### config.mk
export PLATFORM = sky130hd
export DESIGN_NAME = complete_arbiter
export DESIGN_NICKNAME = d
export VERILOG_FILES = /design/src/rtl/complete_arbiter.sv
export SDC_FILE = /design/constraint.sdc
export NUM_CORES = 1
export LEC_CHECK = 0
export CORE_MARGIN = 2
export CORE_UTILIZATION = 35
export CTS_CLUSTER_DIAMETER = 60
export CTS_CLUSTER_SIZE = 20
export DETAILED_ROUTE_END_ITERATION = 8
export PLACE_DENSITY = 0.61
export SYNTH_ARGS = -nofsm -noshare
export SYNTH_HDL_FRONTEND = slang
export SYNTH_SLANG_ARGS = --single-unit
### constraint.sdc
create_clock -name clk -period 4.4 [get_ports clk]
set_input_delay 0.44 -clock clk [delete_from_list [all_inputs] [get_ports clk]]
set_output_delay 0.44 -clock clk [all_outputs]
set_load 0.02 [all_outputs]
### src/rtl/complete_arbiter.sv
// complete_arbiter: per-pipe completion FIFOs round-robin arbitrated onto one complete bus
module complete_arbiter #(
  parameter int p_num_pipes = 4,
  parameter int p_seq_num_bits = 5,
  parameter int p_num_phys_regs = 36,
  parameter int p_buf_depth = 2,
  localparam int p_phys_addr_bits = $clog2(p_num_phys_regs)
) (
  input  logic clk,
  input  logic rst,
  input  logic [p_num_pipes-1:0] pipe_val,
  output logic [p_num_pipes-1:0] pipe_rdy,
  input  logic [p_num_pipes-1:0][p_seq_num_bits-1:0] pipe_seq_num,
  input  logic [p_num_pipes-1:0][4:0] pipe_waddr,
  input  logic [p_num_pipes-1:0][p_phys_addr_bits-1:0] pipe_preg,
  input  logic [p_num_pipes-1:0] pipe_wen,
  input  logic [p_num_pipes-1:0][31:0] pipe_wdata,
  output logic complete_val,
  output logic [p_seq_num_bits-1:0] complete_seq_num,
  output logic [4:0] complete_waddr,
  output logic [p_phys_addr_bits-1:0] complete_preg,
  output logic complete_wen,
  output logic [31:0] complete_wdata,
  output logic [p_num_pipes-1:0] grant_oh
);
  localparam int iw = $clog2(p_buf_depth);
  localparam int cw = iw + 1;
  localparam int nw = $clog2(p_num_pipes);
  typedef struct packed {
    logic [p_seq_num_bits-1:0] seq;
    logic [4:0] waddr;
    logic [p_phys_addr_bits-1:0] preg;
    logic wen;
    logic [31:0] wdata;
  } entry_t;
  entry_t mem [p_num_pipes][p_buf_depth];
  entry_t head_e;
  logic [p_num_pipes-1:0][cw-1:0] count;
  logic [p_num_pipes-1:0][iw-1:0] head, tail;
  logic [nw-1:0] ptr, gidx;
  logic [nw-1:0] cand [p_num_pipes];
  logic [p_num_pipes-1:0] req, enq;
  logic any;
  always_comb begin
    for (int k = 0; k < p_num_pipes; k++) begin
      req[k] = count[k] != '0;
      pipe_rdy[k] = rst & (count[k] < cw'(p_buf_depth));
    end
  end
  assign enq = pipe_val & pipe_rdy;
  assign any = |req;
  // cand[i] is the pipe visited i-th in the round-robin scan starting at ptr
  for (genvar i = 0; i < p_num_pipes; i++) begin : g_cand
    assign cand[i] = nw'((int'(ptr) + i) % p_num_pipes);
  end
  always_comb begin
    gidx = '0;
    for (int i = p_num_pipes - 1; i >= 0; i--)
      if (req[cand[i]]) gidx = cand[i];
  end
  assign grant_oh = any ? (p_num_pipes'(1) << gidx) : '0;
  assign head_e = mem[gidx][head[gidx]];
  assign complete_val = any;
  assign {complete_seq_num, complete_waddr, complete_preg, complete_wen, complete_wdata} = any ? head_e : '0;
  always_ff @(posedge clk or negedge rst)
    if (!rst) begin
      count <= '0;
      head <= '0;
      tail <= '0;
      ptr <= '0;
    end else begin
      for (int k = 0; k < p_num_pipes; k++) begin
        if (enq[k]) tail[k] <= tail[k] + iw'(1);
        if (grant_oh[k]) head[k] <= head[k] + iw'(1);
        count[k] <= count[k] + cw'(enq[k]) - cw'(grant_oh[k]);
      end
      if (any) ptr <= (int'(gidx) == p_num_pipes - 1) ? '0 : gidx + nw'(1);
    end
  always_ff @(posedge clk)
    for (int k = 0; k < p_num_pipes; k++)
      if (enq[k]) mem[k][tail[k]] <= {pipe_seq_num[k], pipe_waddr[k], pipe_preg[k], pipe_wen[k], pipe_wdata[k]};
endmodule

## Yosys cells after proc, flatten, opt, wreduce, memory -nomap -nowiden

Memory sizes are Yosys's and may differ from the RTL's.
Cells that the tools add are included.

- Bits in registers: 18
- Bits in writable memories: 392
- Input port bits: 202
- Output and inout bits: 58
- Logic and storage cells: 109
- Memories: 1

- $add $sub $neg: 20
- Order comparisons: 18
- Eq/ne operators: 1
- Shifts and indexed selects: 1
- Mux-type cells: 36
- Bitwise operators: 10
- Reductions and logical operators: 9

Memory list:

| memory | depth | width | read ports | clocked after Yosys merged registers in | wr ports | RTL line | RTL |
|---|---|---|---|---|---|---|---|
| mem | 4 | 98 | 1 | 0 | 4 | 36 | `entry_t mem [p_num_pipes][p_buf_depth];` |

Operators by type and width:

| operator | number |
|---|---|
| two-way mux 49 bit | 8 |
| two-way mux 98 bit | 4 |
| demux 49 bit (select 1 bit) | 4 |
| < comparator 2 x 3 -> 1 bit (second input constant) | 5 |
| binary-select mux 1 bit (select 2 bit) | 5 |
| greater-or-equal comparator 2 bit (second input constant) | 5 |
| two-way mux 2 bit | 5 |
| inverter 1 -> 2 bit | 5 |
| two-way mux 1 bit | 9 |
| adder 1 bit (second input constant) | 8 |
| adder 2 x 1 -> 2 bit | 4 |
| < comparator 2 x 1 -> 1 bit (second input constant) | 4 |
| < comparator 2 bit (second input constant) | 4 |
| nonzero test 2 bit | 4 |
| subtractor 2 x 1 -> 2 bit | 4 |
| adder 2 x 1 -> 2 bit (second input constant) | 2 |
| adder 2 bit (second input constant) | 2 |
| AND 1 bit | 4 |
| AND 4 bit | 1 |
| logical AND 1 bit | 4 |
| two-way mux 4 bit | 1 |
| OR reduction 4 bit | 1 |
| << shifter 1 x 2 -> 4 bit (first input constant) | 1 |
| == test 2 x 1 -> 1 bit (second input constant) | 1 |

## Longest topological paths before layout

- Depth after elaboration: 14
- Gate-level depth with buffers: 12
- Mapped depth without buffers: 9

## Worst setup path after synthesis

No wires, ideal clock.

- Kind: input -> register
- From: input port rst
- To: memory mem[0][49] (netlist bit), enable pin
- Setup time: 456 ps
- Arrival: 3097 ps
- Data required time: 3944 ps
- Slack: 847 ps
- Stages on the path: 3
- Path buffers: 0
- Cell sequence: nor2b_1 nand2_1 nor2_1

RTL lines:

| item | RTL line | RTL |
|---|---|---|
| start: declaration | 10 | `input logic rst,` |
| end: declaration | 36 |  |

## Worst setup path in the final report

- From: register ptr[1]
- To: output port complete_wdata[31]

- Word-level cells in the longest chain between the ends: 14
- Elaborated cells between the ends (all ways): 23
- Those cells by class: add/sub (3); mux (18); bitwise (1); memory (1)

Ends and longest elaborated chain:

| item | RTL line | RTL |
|---|---|---|
| start: declaration | 40 | `logic [nw-1:0] ptr, gidx;` |
| start signal: assignment | 77 | `if (any) ptr <= (int'(gidx) == p_num_pipes - 1) ? '0 : gidx + nw'(1);` |
| adder 2 bit | 54 | `assign cand[i] = nw'((int'(ptr) + i) % p_num_pipes);` |
| binary-select mux 1 bit (select 2 bit) | 59 | `if (req[cand[i]]) gidx = cand[i];` |
| two-way mux 1 bit (not written as such) | 59 |  |
| two-way mux 2 bit (3 in series) | 59 |  |
| two-way mux 2 bit * | 59 |  |
| binary-select mux 1 bit (select 2 bit) | 62 | `assign head_e = mem[gidx][head[gidx]];` |
| two-way mux 1 bit (not written as such) | 62 |  |
| inverter 1 -> 2 bit (not written as such) | 62 |  |
| two-way mux 49 bit (not written as such) * (3 in series) | 62 |  |
| two-way mux 49 bit * | 64 | `assign {complete_seq_num, complete_waddr, complete_preg, complete_wen, complete_wdata} = any ? head_e : '0;` |
| end: declaration | 23 | `output logic [31:0] complete_wdata,` |

Mark *: on every way between the ends. The rest lies on a longest branch, timed or not. The select of a mux whose other input is x is not followed.

==> flow_summary.toml <==
[outcome]
outcome = "finished clean"

[cts]
cts_htree_levels = 1
root_buffer = "clkbuf_16"
clk_pin_slew_ns = 0.08
cts_max_path_buffers = 3
clk_latency_ns = 0.59
cts_buffers = 31
ctsHoldBuffers = 0
cts_tree = "built"
cts_sinks = 410

[sta]
setup_viol = 0
tightestPinTransition_ns = 0.954
hold_violations = 0
max_freq_mhz = 239
fin_crit_sh = 0.950
post-route-min-period_ns = 4.18
tns_ns = 0
fin_skew_ns = 0.0212
rsz0062_at_grt = "false"
report.final.slew_viol_count = 0
slew_headroom = 0.364

[layout]
nNetsFinal = 1565
drive_above_1_share = 0.0727
area_growth_pct = 26.0
register_area_sq_um = 12200
multi_input_area_sq_um = 4390
fillers = 4260

[die]
chipHeight_um = 224
core_area_sq_um = 47800
io_pins = 260
die_area_sq_um = 50300
initial_core_util = 0.355
die_x_um = 224
row_count = 80

[place]
portBuffers = 259
place_hpwl_um = 28200
place_congestion = 0.800

[detailed_routing]
routed_wl_um = 47100
antenna_left = 0
drt_iter0_markers = 834
drtPass1Iterations = 5
num_vias = 11000
vias_per_cell = 5.51
wl_per_cell_um = 23.6
drcViolationCount = 0

[synth]
synth_ff_type = "edfxtp_1"
synth_area_sq_um = 17000
synthTopCellsByArea = "edfxtp_1 (69%), and3_1 (7.4%), a211o_1 (5.2%), dfrtp_1 (2.7%), a311oi_1 (2.5%)"
synth_most_common_cell = "edfxtp_1"
synth_edf_count = 392
yosysTopAreaCellShare = 0.694
syn_nets = 1343
async_flop_share = 0.0439
synth_common_cells = "edfxtp_1 (392), and3_1 (201), a211o_1 (100), clkbuf_1 (65), nand2_1 (54)"
syn_inst = 1133
ys_types = 38
synth-seq-area-share = 0.720
synth_top_area_cell = "edfxtp_1"
synth-seq-cells = 410
synth.avg_cell_area_sq_um = 15.0
synth_warnings = 0

[global_routing]
antenna_found_initial = 10
grt_usage = 0.183
grt_pass1_wl_um = 69400
grt_pass1_vias = 11300
grt_max_degree = 99
grt_overflow = 0

[setup_path]
critPathMaxFanout = 63
required_ns = 3.96
rr_endpoint = "count[1]"
reg2reg_from = "ptr[1]"
r2r_slack_ns = 1.30
cp.arrival_ns = 3.74
crit_type = "reg -> out"
cp-start-kind = "flip-flop"
rr_worst_depth = 10
end_kind = "primary output"

[flow_run]
maxCapViolations = 0

[worst_hold_path]
min_path_type = "in -> async"
sequential cells by signal, indices dropped and copies added (netlist names):
signal / cells
count: 8
tail: 4
ptr: 2
mem: 392
head: 4
routing by layer:
metal / share of wire / up-vias / global-route usage
met4: 0.019 / 14 / 0.0395
met3: 0.069 / 69 / 0.0404
li1: - / 4984 / -
met1: 0.43 / 5564 / 0.245
met5: 0.0019 / - / 0
met2: 0.48 / 360 / 0.306
worst max-delay path, cell delays in order, from the launching register on:
cell	delay, ns
dfrtp_1	0.46
or2_1	0.30
o21a_4	0.38
nand2_8	0.35
buf_12	0.32
a211o_1	0.32
and3_1	0.19
o21a_1	0.19
clkdlybuf4s50_1	0.55
placed cells by master (no fill, tap or decap), drive strengths merged, types with 3 or more instances in the layout:
master,count
a211o,100
a211oi,50
a311oi,49
and3,201
buf,30
bufinv,3
clkbuf,34
clkdlybuf4s50,259
clkinv,6
dfrtp,18
diode,4
edfxtp,392
ha,8
inv,15
nand2,55
nand3,50
nor2,12
nor2b,4
o21a,53
xnor2,12
xor2,4
timing repair:
item / 4_1_cts / 5_1_grt
pin swaps: 1 / 2
endpoints found under the setup margin: 43 / 49
resized for setup: 2 / 7
buffers inserted: 0 / 2
hold endpoints to repair: 0 / 0
gates cloned: 0 / 1
cells by family after synthesis:
group / count (synthesis) / share of synthesized area
xor+xnor: 16 / 0.00826
buf+inv: 106 / 0.0285
fa+ha+maj: 8 / 0.00590
flops: 410 / 0.720
compound gates: 265 / 0.129
simple gates: 328 / 0.108
worst max path at each step:
stage	from	cells after the start	endpoint	slack (ns)
3_3_place_gp	count[7]	8	complete_wdata[2]	0.54
3_5_place_dp	count[7]	8	complete_wdata[2]	0.54
2_1_floorplan	rst	3	mem[0][49]	0.85
4_1_cts	count[3]	8	complete_wdata[31]	0.02
6_report	ptr[1]	8	complete_wdata[31]	0.22
5_1_grt	ptr[1]	8	complete_wdata[31]	0.06
cell type report:
class	count	area share
repair buffers	289	0.137
diodes	4	0.000468
multi-input cells	618	0.205
clock buffers	34	0.0368
clock inverters	19	0.0120
inverters	5	0.000878
flip-flops and latches	410	0.571
well taps	615	0.0360
through the flow:
stage | hold slack (ns) | instances | util | setup WS (ns) | instance area, sq um
finish | 0.225 | 1994 | 0.447 | 0.221 | 21400
global placement | 0.455 | 1934 | 0.424 | 0.535 | 20300
floorplan | 0.144 | 1133 | - | 0.847 | 17000
CTS | 0.217 | 1987 | 0.446 | 0.0155 | 21300
detailed placement | 0.452 | 1934 | 0.424 | 0.544 | 20300
global route | 0.249 | 1992 | 0.447 | 0.0603 | 21400
Power is not shown: default switching activity piles up to over one toggle a cycle in this logic, so the estimate is an artifact.
